[config.mk]
export PLATFORM = sky130hd
export DESIGN_NAME = id_ex_issue
export DESIGN_NICKNAME = d
export VERILOG_FILES = /design/src/rtl/id_ex_issue.sv
export SDC_FILE = /design/constraint.sdc
export NUM_CORES = 1
export LEC_CHECK = 0
export ABC_AREA = 1
export BUFFER_PORTS_ARGS = -buffer_cell sky130_fd_sc_hd__buf_2
export CAP_MARGIN = 20
export CORE_MARGIN = 5
export CORE_UTILIZATION = 40
export CTS_BUF_LIST = sky130_fd_sc_hd__clkbuf_8
export CTS_CLUSTER_DIAMETER = 80
export CTS_CLUSTER_SIZE = 28
export DETAILED_ROUTE_END_ITERATION = 8
export MAX_ROUTING_LAYER = met4
export PLACE_DENSITY = 0.67
export SKIP_LAST_GASP = 1
export SLEW_MARGIN = 40
export SYNTH_ARGS = -nofsm -noshare
export SYNTH_HDL_FRONTEND = slang
export SYNTH_SLANG_ARGS = --single-unit
[constraint.sdc]
create_clock -name clk -period 2.9 [get_ports clk]
set_input_delay 0.435 -clock clk [delete_from_list [all_inputs] [get_ports clk]]
set_output_delay 0.435 -clock clk [all_outputs]
set_load 0.05 [all_outputs]
[src/rtl/id_ex_issue.sv]
// id_ex_issue: ID/EX pipeline stage directly upstream of the ALU.
//
// Holds one decoded instruction and presents its operands and opcode to the
// ALU over a valid/ready handshake. RAW hazards against the EX/MEM and MEM/WB
// writers are resolved by forwarding onto the held source indices. A load
// sitting in this stage whose destination the incoming instruction reads
// blocks acceptance (load-use). Each such blocked cycle with an instruction
// waiting is counted in a saturating counter.
//
// Build option FWD_EN:
//   defined   - forwarding muxes active; only load-use stalls.
//   undefined - no forwarding; any pending writer (this stage, EX/MEM,
//               MEM/WB) of a register the incoming instruction reads stalls it.
//
// Ports:
//   clk, rst                  clock (rising edge), async active-low reset
//   in_valid / in_ready       upstream handshake (in_ready is not a function of in_valid)
//   in_rs1/2, in_rs1/2_data   source indices and register-file read data
//   in_imm, in_use_imm        immediate and select (src2 = imm when set)
//   in_alu_type, in_rd        opcode and destination index
//   in_is_load                instruction is a load
//   flush                     kill held instruction, refuse same-cycle input
//   exm_wen/rd/data           EX/MEM writer
//   mwb_wen/rd/data           MEM/WB writer
//   out_valid / out_ready     downstream handshake to the ALU
//   src1, src2, ALUType       ALU operands (post-forwarding) and opcode
//   out_rd, out_is_load       travel with the result
//   stall_cnt                 saturating count of stall cycles

module id_ex_issue #(
    parameter int DataSize     = 32,
    parameter int ALUopSize    = 4,
    parameter int RegAddrSize  = 5,
    parameter int StallCntSize = 16
) (
    input  logic                    clk,
    input  logic                    rst,
    input  logic                    in_valid,
    output logic                    in_ready,
    input  logic [RegAddrSize-1:0]  in_rs1,
    input  logic [RegAddrSize-1:0]  in_rs2,
    input  logic [DataSize-1:0]     in_rs1_data,
    input  logic [DataSize-1:0]     in_rs2_data,
    input  logic [DataSize-1:0]     in_imm,
    input  logic                    in_use_imm,
    input  logic [ALUopSize-1:0]    in_alu_type,
    input  logic [RegAddrSize-1:0]  in_rd,
    input  logic                    in_is_load,
    input  logic                    flush,
    input  logic                    exm_wen,
    input  logic [RegAddrSize-1:0]  exm_rd,
    input  logic [DataSize-1:0]     exm_data,
    input  logic                    mwb_wen,
    input  logic [RegAddrSize-1:0]  mwb_rd,
    input  logic [DataSize-1:0]     mwb_data,
    output logic                    out_valid,
    input  logic                    out_ready,
    output logic [DataSize-1:0]     src1,
    output logic [DataSize-1:0]     src2,
    output logic [ALUopSize-1:0]    ALUType,
    output logic [RegAddrSize-1:0]  out_rd,
    output logic                    out_is_load,
    output logic [StallCntSize-1:0] stall_cnt
);

    localparam logic [ALUopSize-1:0] AluNdef = ALUopSize'(8);

    logic [RegAddrSize-1:0] held_rs1;
    logic [RegAddrSize-1:0] held_rs2;
    logic [DataSize-1:0]    held_rs1_data;
    logic [DataSize-1:0]    held_rs2_data;
    logic [DataSize-1:0]    held_imm;
    logic                   held_use_imm;
    logic                   hazard;
    logic                   capture;

    // True when writer index r is a nonzero register the incoming
    // instruction actually reads (rs2 is ignored for immediate forms).
    function automatic logic reads_reg(
        input logic [RegAddrSize-1:0] r,
        input logic [RegAddrSize-1:0] rs1,
        input logic [RegAddrSize-1:0] rs2,
        input logic                   use_imm
    );
        return (r != '0) && ((r == rs1) || (!use_imm && (r == rs2)));
    endfunction

`ifdef FWD_EN
    // Only a load in this stage cannot be forwarded in time.
    assign hazard = out_valid && out_is_load &&
                    reads_reg(out_rd, in_rs1, in_rs2, in_use_imm);
`else
    // Without forwarding the register file must be written before reading.
    assign hazard = (out_valid && reads_reg(out_rd, in_rs1, in_rs2, in_use_imm)) ||
                    (exm_wen   && reads_reg(exm_rd, in_rs1, in_rs2, in_use_imm)) ||
                    (mwb_wen   && reads_reg(mwb_rd, in_rs1, in_rs2, in_use_imm));
`endif

    assign in_ready = !flush && !hazard && (!out_valid || out_ready);
    assign capture  = in_valid && in_ready;

    always_ff @(posedge clk or negedge rst) begin
        if (!rst) begin
            out_valid     <= 1'b0;
            ALUType       <= AluNdef;
            out_rd        <= '0;
            out_is_load   <= 1'b0;
            held_rs1      <= '0;
            held_rs2      <= '0;
            held_rs1_data <= '0;
            held_rs2_data <= '0;
            held_imm      <= '0;
            held_use_imm  <= 1'b0;
        end else if (flush) begin
            out_valid <= 1'b0;
            ALUType   <= AluNdef;
        end else if (capture) begin
            out_valid     <= 1'b1;
            ALUType       <= in_alu_type;
            out_rd        <= in_rd;
            out_is_load   <= in_is_load;
            held_rs1      <= in_rs1;
            held_rs2      <= in_rs2;
            held_rs1_data <= in_rs1_data;
            held_rs2_data <= in_rs2_data;
            held_imm      <= in_imm;
            held_use_imm  <= in_use_imm;
        end else if (out_valid && out_ready) begin
            // consumed with nothing behind it: bubble
            out_valid <= 1'b0;
            ALUType   <= AluNdef;
        end
    end

    always_ff @(posedge clk or negedge rst) begin
        if (!rst) begin
            stall_cnt <= '0;
        end else if (in_valid && hazard && (stall_cnt != '1)) begin
            stall_cnt <= stall_cnt + StallCntSize'(1);
        end
    end

`ifdef FWD_EN
    // Re-evaluated every cycle so a held instruction picks up writers that
    // arrive while it waits on out_ready. EX/MEM is younger, so it wins.
    always_comb begin
        src1 = held_rs1_data;
        if (held_rs1 != '0 && exm_wen && exm_rd == held_rs1) begin
            src1 = exm_data;
        end else if (held_rs1 != '0 && mwb_wen && mwb_rd == held_rs1) begin
            src1 = mwb_data;
        end

        src2 = held_rs2_data;
        if (held_use_imm) begin
            src2 = held_imm;
        end else if (held_rs2 != '0 && exm_wen && exm_rd == held_rs2) begin
            src2 = exm_data;
        end else if (held_rs2 != '0 && mwb_wen && mwb_rd == held_rs2) begin
            src2 = mwb_data;
        end
    end
`else
    assign src1 = held_rs1_data;
    assign src2 = held_use_imm ? held_imm : held_rs2_data;

    // Forwarding inputs and held indices have no consumer in this build.
    logic unused_fwd;
    assign unused_fwd = ^{held_rs1, held_rs2, exm_data, mwb_data};
`endif

endmodule

==> results.tsv, run 1 <==
stage	metric	value	unit
power	p_int	0.003442	W
floorplanning	io_pins	290	
routing	totalWireLength	15510	um
clocking	cts_root_buffer	clkbuf_8	
placed_design	place_area	7776	um^2
power	peakVddDrop	0.0004117	V
global_routing	grt_max_degree	73	
global_routing	grt_use_total	17.87	%
sta	rsz0062_at_grt	false	
layout	fill_cells	1540	
yosys	syn_inst	758	
sta	tns	0	ps
layout	n_antenna_cell	0	
sta	hold_viol	0	
power	p_seq_share	37.9	%
sta	fin_crit_sh	86.40	%
yosys	ys_seq_area_share	48.26	%
clocking	cts_tree	built	
clocking	clockBufferDepth	2	
clocking	cts_sinks	124	
power	finalPower	0.005874	W
yosys	ys_ff_latch	124	
yosys	postSynthAreaPerCell	8.486	um^2
setup_path	critPathArrivalTime	2070	ps
clocking	clk_pin_slew_worst_paths	80	ps
layout	syn2layout_area_growth	26.84	%
routing	drc_errors	0	
global_routing	antenna_found_initial	0	
power	comb_power_share	37.3	%
routing	dr.pass1.iters	4	
floorplanning	start_util	40.64	%
setup_path	path_max_fanout	6	
clocking	post_cts_buffers	0	
placed_design	numPortBuffers	225	
power	p_per_area	719.9	nW/um^2
sta	relSlewSlack	55.72	%
global_routing	grt_pass1_wl	25730	um
sta	clock_skew	12.27	ps
clocking	htree_levels	4	
layout	fin_nets	1183	
floorplanning	die_width	136.8	um
sta	worst_pin_slew	661.7	ps
routing	ant_nets	0	
global_routing	grt.overflow.total	0	
power	switching_share	41.40	%
routing	viasPerCell	4.438	
clocking	worstSkewPairLatency	430	ps
floorplanning	core_area	15830	um^2
floorplanning	dieHeight	136.8	um
run	drv_cap	0	
routing	wl_per_cell	12.81	um
setup_path	critical_path_class	flop to output port	
worst_hold_path	worstHoldPathType	input pin to flop	
setup_path	end_kind	output port	
placed_design	gp_congestion	0.8817	
clocking	cts_buffers	17	
routing	drt_iter0_drc	195	
setup_path	startpoint_type	flop	
sta	setup_viol	0	
yosys	ys_warn_count	0	
layout	drive_gt1_share	36.78	%
routing	routed-via-count	5374	
sta	drv_slew	0	
floorplanning	num_rows	46	
yosys	yosysUniqueCellTypes	26	
run_status	status	completed	
sta	max_clock_freq	399.1	MHz
floorplanning	die-area	18720	um^2
power	p_clk_share	24.8	%
power	leakage	4.558	nW
setup_path	crit_required	2470	ps
placed_design	dp_hpwl	11820	um
yosys	synth.net_count	957	
yosys	synth_area	6432	um^2
sta	min_period	2506	ps
global_routing	grt_pass1_vias	5416	
layout	fin_area	8159	um^2
power	switching_power	0.002432	W
routing by layer:
metal	wire (um)	GRT usage, %	share of wire, %	up-vias
met5	0	-	0	-
met4	288	6.874	1.9	0
met3	1072	4.963	6.9	25
met2	7242	27.63	47	174
met1	6905	22.41	45	2399
li1	-	-	-	2776
cells by family after synthesis:
family,Yosys count,synth area share [%]
AO/OA/AOI/OAI,130,13.73
XOR/XNOR,19,2.587
adder cells (fa/ha/maj),1,0.1945
buffers and inverters,182,12.68
flip-flops,124,48.26
multiplexers,32,5.602
AND/OR/NAND/NOR,270,16.94
power groups by stage:
stage	sequential, W	clock [W]	combinational (W)
detailed placement	0.00226	0	0.00222
finish	0.00222	0.00146	0.00219
global placement	0.00224	0	0.00220
global route	0.00227	0.00159	0.00236
CTS	0.00223	0.00151	0.00222
floorplan	0.00269	0	0.00121
layout make-up:
type | instances | area (um^2) | area share (%)
flip-flops and latches | 124 | 3104 | 38.05
clock inverters | 12 | 125.1 | 1.534
repair buffers | 237 | 1321 | 16.19
multi-input cells | 452 | 2520 | 30.88
well taps | 216 | 270.3 | 3.312
inverters | 152 | 570.5 | 6.993
clock buffers | 18 | 247.7 | 3.036
registers in the layout, summed over array words and instances (netlist names):
signal	count
held_rs2_data	32
ALUType	4
src1	32
held_use_imm	1
out_is_load	1
out_valid	1
stall_cnt	16
held_imm	32
out_rd	5
placed cells by master, fill, tap and decap left out, drive strengths merged, types with 2 or more instances in the layout:
master / n
a21oi: 4
nand2: 212
clkinvlp: 5
clkbuf: 18
nand4: 9
xor2: 8
o21ai: 126
bufinv: 2
dfrtp: 123
xnor2: 11
inv: 154
nor2: 25
nand3: 19
mux2: 32
clkinv: 3
nor3: 4
buf: 236
per-stage QoR:
step	utilization (%)	hold slack, ps	instances	setup slack [ps]
after floorplan	-	139.4	758	422.2
after global placement	49.08	277.1	1180	437.0
after detailed placement	49.13	275.8	1180	408.7
after CTS	51.55	187.3	1211	343.5
after global routing	51.55	199.5	1211	253.3
final	51.55	222.2	1211	394.5
worst max-delay path, stage by stage (launching register included):
cell and delay (ps):
dfrtp_1 430, inv_1 110, nand4_1 100, o21ai_0 220, a21oi_2 110, nor2_4 220
nand2_1 80, nor2_1 90, buf_2 270
cells in the mapped netlist:
master / n / area (um^2)
o21ai_0: 40 / 200.2
buf_2: 4 / 20.02
o21ai_2: 61 / 534.3
xor2_1: 8 / 70.07
nand2_2: 1 / 6.260
buf_4: 8 / 60.06
xnor2_1: 11 / 96.34
o21ai_1: 25 / 125.1
nand3_1: 18 / 90.09
buf_6: 13 / 146.4
nor2_4: 1 / 11.26
dfstp_2: 1 / 26.28
mux2_2: 32 / 360.4
nand3_4: 1 / 17.52
clkbuf_1: 5 / 18.77
a21oi_1: 3 / 15.01
a21oi_2: 1 / 8.760
inv_2: 3 / 11.26
nand2_1: 211 / 792.0
ha_1: 1 / 12.51
dfrtp_1: 123 / 3078
inv_1: 149 / 559.3
nor4_1: 1 / 6.260
nor3_1: 4 / 20.02
nand4_1: 9 / 56.30
nor2_1: 24 / 90.09
what timing repair did:
| item | in CTS | in global routing |
|---|---|---|
| hold buffers | 1 | 0 |
| gates resized for setup | 0 | 0 |
| hold endpoints to repair | 8 | 0 |
worst paths after layout:
| path | cells after the start | endpoint | from | slack (ps) |
|---|---|---|---|---|
| min in group asynchronous | 2 | held_rs2_data[16]$_DFFE_PN0P_ | rst | 380 |
| max | 8 | in_ready | out_rd[3]$_DFFE_PN0P_ | 390 |
| min reg2reg | 2 | held_imm[4]$_DFFE_PN0P_ | held_imm[4]$_DFFE_PN0P_ | 480 |
| max reg2reg | 9 | held_imm[26]$_DFFE_PN0P_ | out_rd[3]$_DFFE_PN0P_ | 570 |
| min | 3 | held_rs2_data[15]$_DFFE_PN0P_ | in_rs2_data[15] | 220 |
| max in group asynchronous | 3 | stall_cnt[6]$_DFFE_PN0P_ | rst | 1700 |
Power figures use the tool's default switching activity.
==> run 2, diff against run 1 <==
Settings changed: BUFFER_PORTS_ARGS -buffer_cell sky130_fd_sc_hd__buf_2 to -buffer_cell sky130_fd_sc_hd__buf_4.
==> run 2 against run 1 <==
  * Worst hold slack lost 180 ps
  * Flip-flop and latch count is the same
  * Power grew 7.2%
  * First-iteration DRC count shrank 16%
  * Highest routed layer unchanged
==> results.tsv, run 2 (synthesis gave the netlist of run 1 again) <==
stage	metric	value	unit	change
clocking	worstSkewPairLatency	440	ps	about the same
global_routing	grt_pass1_vias	5287		-2.4%
sta	tns	0	ps	unchanged
setup_path	crit_family	simple AND/OR/NAND/NOR gates		
sta	setup_viol	0		unchanged
clocking	cts_sinks	124		unchanged
global_routing	grt_pass1_wl	25940	um	+0.80%
clocking	htree_levels	4		unchanged
layout	drive_gt1_share	37.30	%	+0.52 points
clocking	post_cts_buffers	0		unchanged
sta	hold_viol	0		unchanged
power	p_per_area	715.3	nW/um^2	-0.65%
clocking	cts_buffers	17		unchanged
clocking	clk_pin_slew_worst_paths	80	ps	about the same
power	p_seq_share	35.4	%	-2.5 points
routing	wl_per_cell	13.22	um	+3.2%
sta	drv_slew	0		unchanged
power	finalPower	0.006296	W	+7.2%
floorplanning	core_area	15830	um^2	unchanged
routing	viasPerCell	4.447		+0.22%
routing	ant_nets	0		unchanged
placed_design	dp_hpwl	12120	um	+2.5%
setup_path	path_max_fanout	5		-1
setup_path	path_common_cell	nand2_1		
power	switching_share	39.55	%	-1.9 points
routing	dr.pass1.iters	4		unchanged
routing	drc_errors	0		unchanged
power	comb_power_share	38.3	%	+1.0 points
sta	fin_crit_sh	87.48	%	+1.1 points
power	switching_power	0.002490	W	+2.4%
setup_path	startpoint_type	flop		
floorplanning	num_rows	46		unchanged
layout	fin_nets	1186		+0.25%
power	p_int	0.003806	W	+11%
floorplanning	die-area	18720	um^2	unchanged
sta	relSlewSlack	53.45	%	-2.3 points
layout	n_antenna_cell	0		unchanged
global_routing	grt_max_degree	53		-27%
clocking	cts_root_buffer	clkbuf_8		
floorplanning	dieHeight	136.8	um	unchanged
sta	clock_skew	19.54	ps	+7.272 ps
layout	syn2layout_area_growth	36.84	%	
setup_path	critPathArrivalTime	2100	ps	+30 ps
global_routing	grt_use_total	18.12	%	+0.26 points
setup_path	cp_slowest_cell	dfrtp_1		
routing	drt_iter0_drc	163		-16%
routing	routed-via-count	5408		+0.63%
clocking	cts_resized	0		unchanged
sta	max_clock_freq	394.2	MHz	-1.2%
clocking	holdBufCountCts	0		-1
floorplanning	die_width	136.8	um	unchanged
worst_hold_path	worstHoldPathType	input pin to asynchronous set/reset pin		
global_routing	antenna_found_initial	0		unchanged
setup_path	crit_required	2470	ps	about the same
setup_path	crit_chain	inv_1 > nand2_1 > nand2_1 > nor2_1 > nand3_1 > a21oi_2 > nor2_4 > buf_4 > nand2_1 > nor2_1 > buf_4		
setup_path	max_stage_delay	410	ps	-20 ps
placed_design	gp_congestion	0.8919		+1.2%
sta	min_period	2537	ps	+31.48 ps
layout	final_common_cell	buf_4		
routing	totalWireLength	16070	um	+3.7%
setup_path	crit_buf_inv	3		+1
setup_path	critical_path_class	flop to output port		
sta	rsz0062_at_grt	false		
layout	layout_common_cells	buf_4, nand2_1, inv_1, dfrtp_1, o21ai_2		
sta	worst_pin_slew	698.3	ps	+36.55 ps
layout	post-route-util	55.61	%	+4.1 points
run_status	status	completed		
floorplanning	io_pins	290		unchanged
setup_path	end_kind	output port		
power	leakage	4.756	nW	+4.4%
placed_design	numPortBuffers	225		unchanged
clocking	cts_tree	built		
power	p_clk_share	26.2	%	+1.4 points
global_routing	grt.overflow.total	0		unchanged
run	drv_cap	0		unchanged
floorplanning	start_util	40.64	%	unchanged
power	peakVddDrop	0.0004713	V	+14%
clocking	clockBufferDepth	2		unchanged
==> run 2: path summary, 6_finish.rpt <==
| path | depth (start not counted) | end | slack, ps | startpoint |
|---|---|---|---|---|
| min in group clk | 2 | out_valid$_DFFE_PN0P_ | 220 | flush |
| max in group asynchronous | 2 | held_rs2_data[25]$_DFFE_PN0P_ | 2020 | rst |
| max reg2reg | 9 | held_imm[7]$_DFFE_PN0P_ | 680 | out_rd[3]$_DFFE_PN0P_ |
| min reg2reg | 2 | held_imm[28]$_DFFE_PN0P_ | 480 | held_imm[28]$_DFFE_PN0P_ |
| max | 11 | in_ready | 360 | out_rd[0]$_DFFE_PN0P_ |
| min | 1 | held_rs2_data[21]$_DFFE_PN0P_ | 40 | rst |
==> run 2: layout make-up <==
| cell class | instances | area, um^2 |
|---|---|---|
| clock buffer | 20 | 275.3 |
| fill | 1506 | 7025 |
| timing repair buffer | 240 | 1902 |
| multi-input combinational | 452 | 2520 |
| tap | 216 | 270.3 |
| sequential | 124 | 3104 |
| clock inverter | 12 | 160.2 |
| inverter | 152 | 570.5 |
==> run 2: stage by stage <==
step / cells / hold WS, ps / setup slack (ps) / area, um^2
after global placement: 1184 / 460.5 / 495.7 / 8359
after global routing: 1216 / 58.66 / 109.9 / 8802
after CTS: 1216 / 39.34 / 319.6 / 8802
after detailed placement: 1184 / 463.1 / 468.6 / 8367
after floorplan: 758 / 139.4 / 422.2 / 6432
final: 1216 / 40.53 / 363.0 / 8802
==> run 2: routing by layer <==
| layer | routed length [um] | vias to the layer above | track usage, % |
|---|---|---|---|
| li1 | - | 2783 | - |
| met1 | 6950 | 2438 | 22.58 |
| met2 | 7619 | 163 | 28.29 |
| met3 | 1255 | 24 | 5.625 |
| met4 | 248 | 0 | 5.931 |
| met5 | 0 | - | - |
==> run 2: power by group through the flow <==
stage	logic, W	clock network, W	registers (W)
2_1_floorplan	0.00121	0	0.00269
3_3_place_gp	0.00242	0	0.00225
3_5_place_dp	0.00244	0	0.00226
4_1_cts	0.00244	0.00171	0.00223
5_1_grt	0.00258	0.00178	0.00228
6_report	0.00241	0.00165	0.00223
==> run 2: worst register-to-register path: stages, from the launching register on <==
cell     delay [ps]
dfrtp_1         440
inv_1           120
nand4_1         110
o21ai_0         200
a21oi_2         100
nor2_4          150
nand3_4         450
buf_4           420
nand2_1          90
o21ai_2          50
==> run 3, diff against run 2 <==
Settings changed: CORE_ASPECT_RATIO from default to 0.5, CORE_MARGIN 5 to 2.
==> run 3 against run 2 <==
  * Die area shrank 8.2%
  * Power shrank 2.3%
  * Clock power shrank 7%
  * Sequential power is essentially flat
  * Critical path type unchanged
  * Critical endpoint unchanged
  * Largest cell class unchanged
==> results.tsv, run 3 (synthesis gave the netlist of run 1 again) <==
stage	metric	value	unit	change
layout	layout_common_cells	buf_4, nand2_1, inv_1, dfrtp_1, o21ai_2		
routing	totalWireLength	15540	um	-3.3%
sta	clock_skew	12.14	ps	-7.399 ps
sta	fin_crit_sh	84.43	%	-3.0 points
routing	drt_iter0_drc	248		+52%
layout	fill_cells	1466		-2.7%
floorplanning	core_area	15570	um^2	-1.6%
clocking	cts_tree	built		
sta	layout_setup_ws	451.4	ps	+88.42 ps
clocking	cts_resized	0		unchanged
power	peakVddDrop	0.0003921	V	-17%
clocking	cts_sinks	124		unchanged
sta	worst_pin_slew	715.6	ps	+17.31 ps
global_routing	grt_max_degree	67		+26%
floorplanning	dieHeight	93.67	um	-32%
placed_design	numPortBuffers	225		unchanged
clocking	clk_pin_slew_worst_paths	80	ps	about the same
routing	wl_per_cell	12.97	um	-1.9%
clocking	cts_buffers	17		unchanged
run_status	status	completed		
layout	multi_input_area	2512	um^2	-0.30%
placed_design	pre_cts_ws	507.2	ps	+38.54 ps
clocking	clockBufferDepth	2		unchanged
sta	max_clock_freq	408.4	MHz	+3.6%
floorplanning	die_width	183.3	um	+34%
floorplanning	die-area	17170	um^2	-8.2%
placed_design	dp_hpwl	11600	um	-4.3%
layout	seq_area	3104	um^2	unchanged
layout	drive_gt1_share	36.82	%	-0.48 points
global_routing	grt_use_total	19.29	%	+1.2 points
clocking	htree_levels	4		unchanged
routing	drc_errors	0		unchanged
sta	rsz0062_at_grt	false		
global_routing	grt.overflow.total	0		unchanged
routing	ant_nets	0		unchanged
clocking	worstSkewPairLatency	440	ps	about the same
worst_hold_path	worstHoldPathType	input pin to asynchronous set/reset pin		
clocking	holdBufCountCts	0		unchanged
setup_path	critPathArrivalTime	2010	ps	-90 ps
layout	post-route-util	55.59	%	about the same
setup_path	crit_required	2470	ps	about the same
setup_path	end_kind	output port		
sta	min_period	2449	ps	-88.42 ps
global_routing	antenna_found_initial	0		unchanged
setup_path	critical_path_class	flop to output port		
layout	n_antenna_cell	0		unchanged
sta	drv_slew	0		unchanged
global_routing	grt_pass1_vias	5233		-1.0%
power	p_per_area	710.7	nW/um^2	-0.64%
placed_design	place_area	8264	um^2	-1.2%
sta	setup_viol	0		unchanged
power	leakage	4.715	nW	-0.88%
sta	tns	0	ps	unchanged
floorplanning	start_util	41.30	%	+0.66 points
sta	relSlewSlack	52.29	%	-1.2 points
setup_path	path_max_fanout	6		+1
clocking	post_cts_buffers	0		unchanged
run	drv_cap	0		unchanged
layout	final_common_cell	buf_4		
layout	syn2layout_area_growth	34.60	%	
clocking	cts_root_buffer	clkbuf_8		
setup_path	startpoint_type	flop		
routing	dr.pass1.iters	4		unchanged
routing	routed-via-count	5377		-0.57%
sta	hold_viol	0		unchanged
floorplanning	num_rows	32		-30%
routing	viasPerCell	4.488		+0.92%
layout	fin_area	8658	um^2	-1.6%
sta	whs	46.79	ps	+6.268 ps
layout	fin_nets	1182		-0.34%
global_routing	grt_pass1_wl	25460	um	-1.8%
placed_design	gp_congestion	0.9336		+4.7%
floorplanning	io_pins	290		unchanged
==> run 3: metal layers <==
| metal | global-route usage [%] | part of all wire [%] |
|---|---|---|
| met5 | - | 0 |
| met4 | 5.733 | 1.5 |
| met3 | 4.651 | 3.8 |
| met2 | 32.01 | 50 |
| met1 | 23.70 | 45 |
==> run 3: critical path, cell delays in order (launching register included) <==
cell and delay (ps):
dfrtp_1 460, inv_1 100, nand2_1 80, nand2_1 50, nor2_1 140, nand3_1 110
a21oi_2 260, nor2_4 100, nand2_1 70, nor2_1 40, buf_4 180
==> run 3: area by class of cell <==
cell class                      instances  share of cell area, %
Sequential cell                       124                  35.85
Multi-Input combinational cell        452                  29.02
Timing Repair Buffer                  236                  21.04
Inverter                              152                  6.590
Clock buffer                           22                  3.497
Tap cell                              204                  2.948
Clock inverter                          8                  1.055
==> run 3: path summary, 6_finish.rpt <==
kind	end	slack, ps	cells after the start	from
min	held_rs2_data[5]$_DFFE_PN0P_	50	1	rst
max reg2reg	out_valid$_DFFE_PN0P_	670	10	out_rd[1]$_DFFE_PN0P_
min in group clk	held_rs2_data[5]$_DFFE_PN0P_	240	3	in_rs2_data[5]
max	in_ready	450	10	out_rd[1]$_DFFE_PN0P_
max in group asynchronous	ALUType[3]$_DFFE_PN1P_	2050	2	rst
min reg2reg	held_imm[12]$_DFFE_PN0P_	480	2	held_imm[12]$_DFFE_PN0P_
==> run 3: power breakdown <==
group / switching [W] / total (W) / internal (W) / leakage, nW
Clock: 0.000671 / 0.00153 / 0.000860 / 0.208
Combinational: 0.00156 / 0.00239 / 0.000828 / 2.95
Sequential: 0.000195 / 0.00223 / 0.00204 / 1.56
Total: 0.00243 / 0.00615 / 0.00373 / 4.71
==> run 3: per-stage QoR <==
step                power (W)  instances
global placement     0.004630       1168
detailed placement   0.004671       1168
CTS                  0.006232       1198
global route         0.006499       1198
finish               0.006154       1198
floorplan            0.003898        758
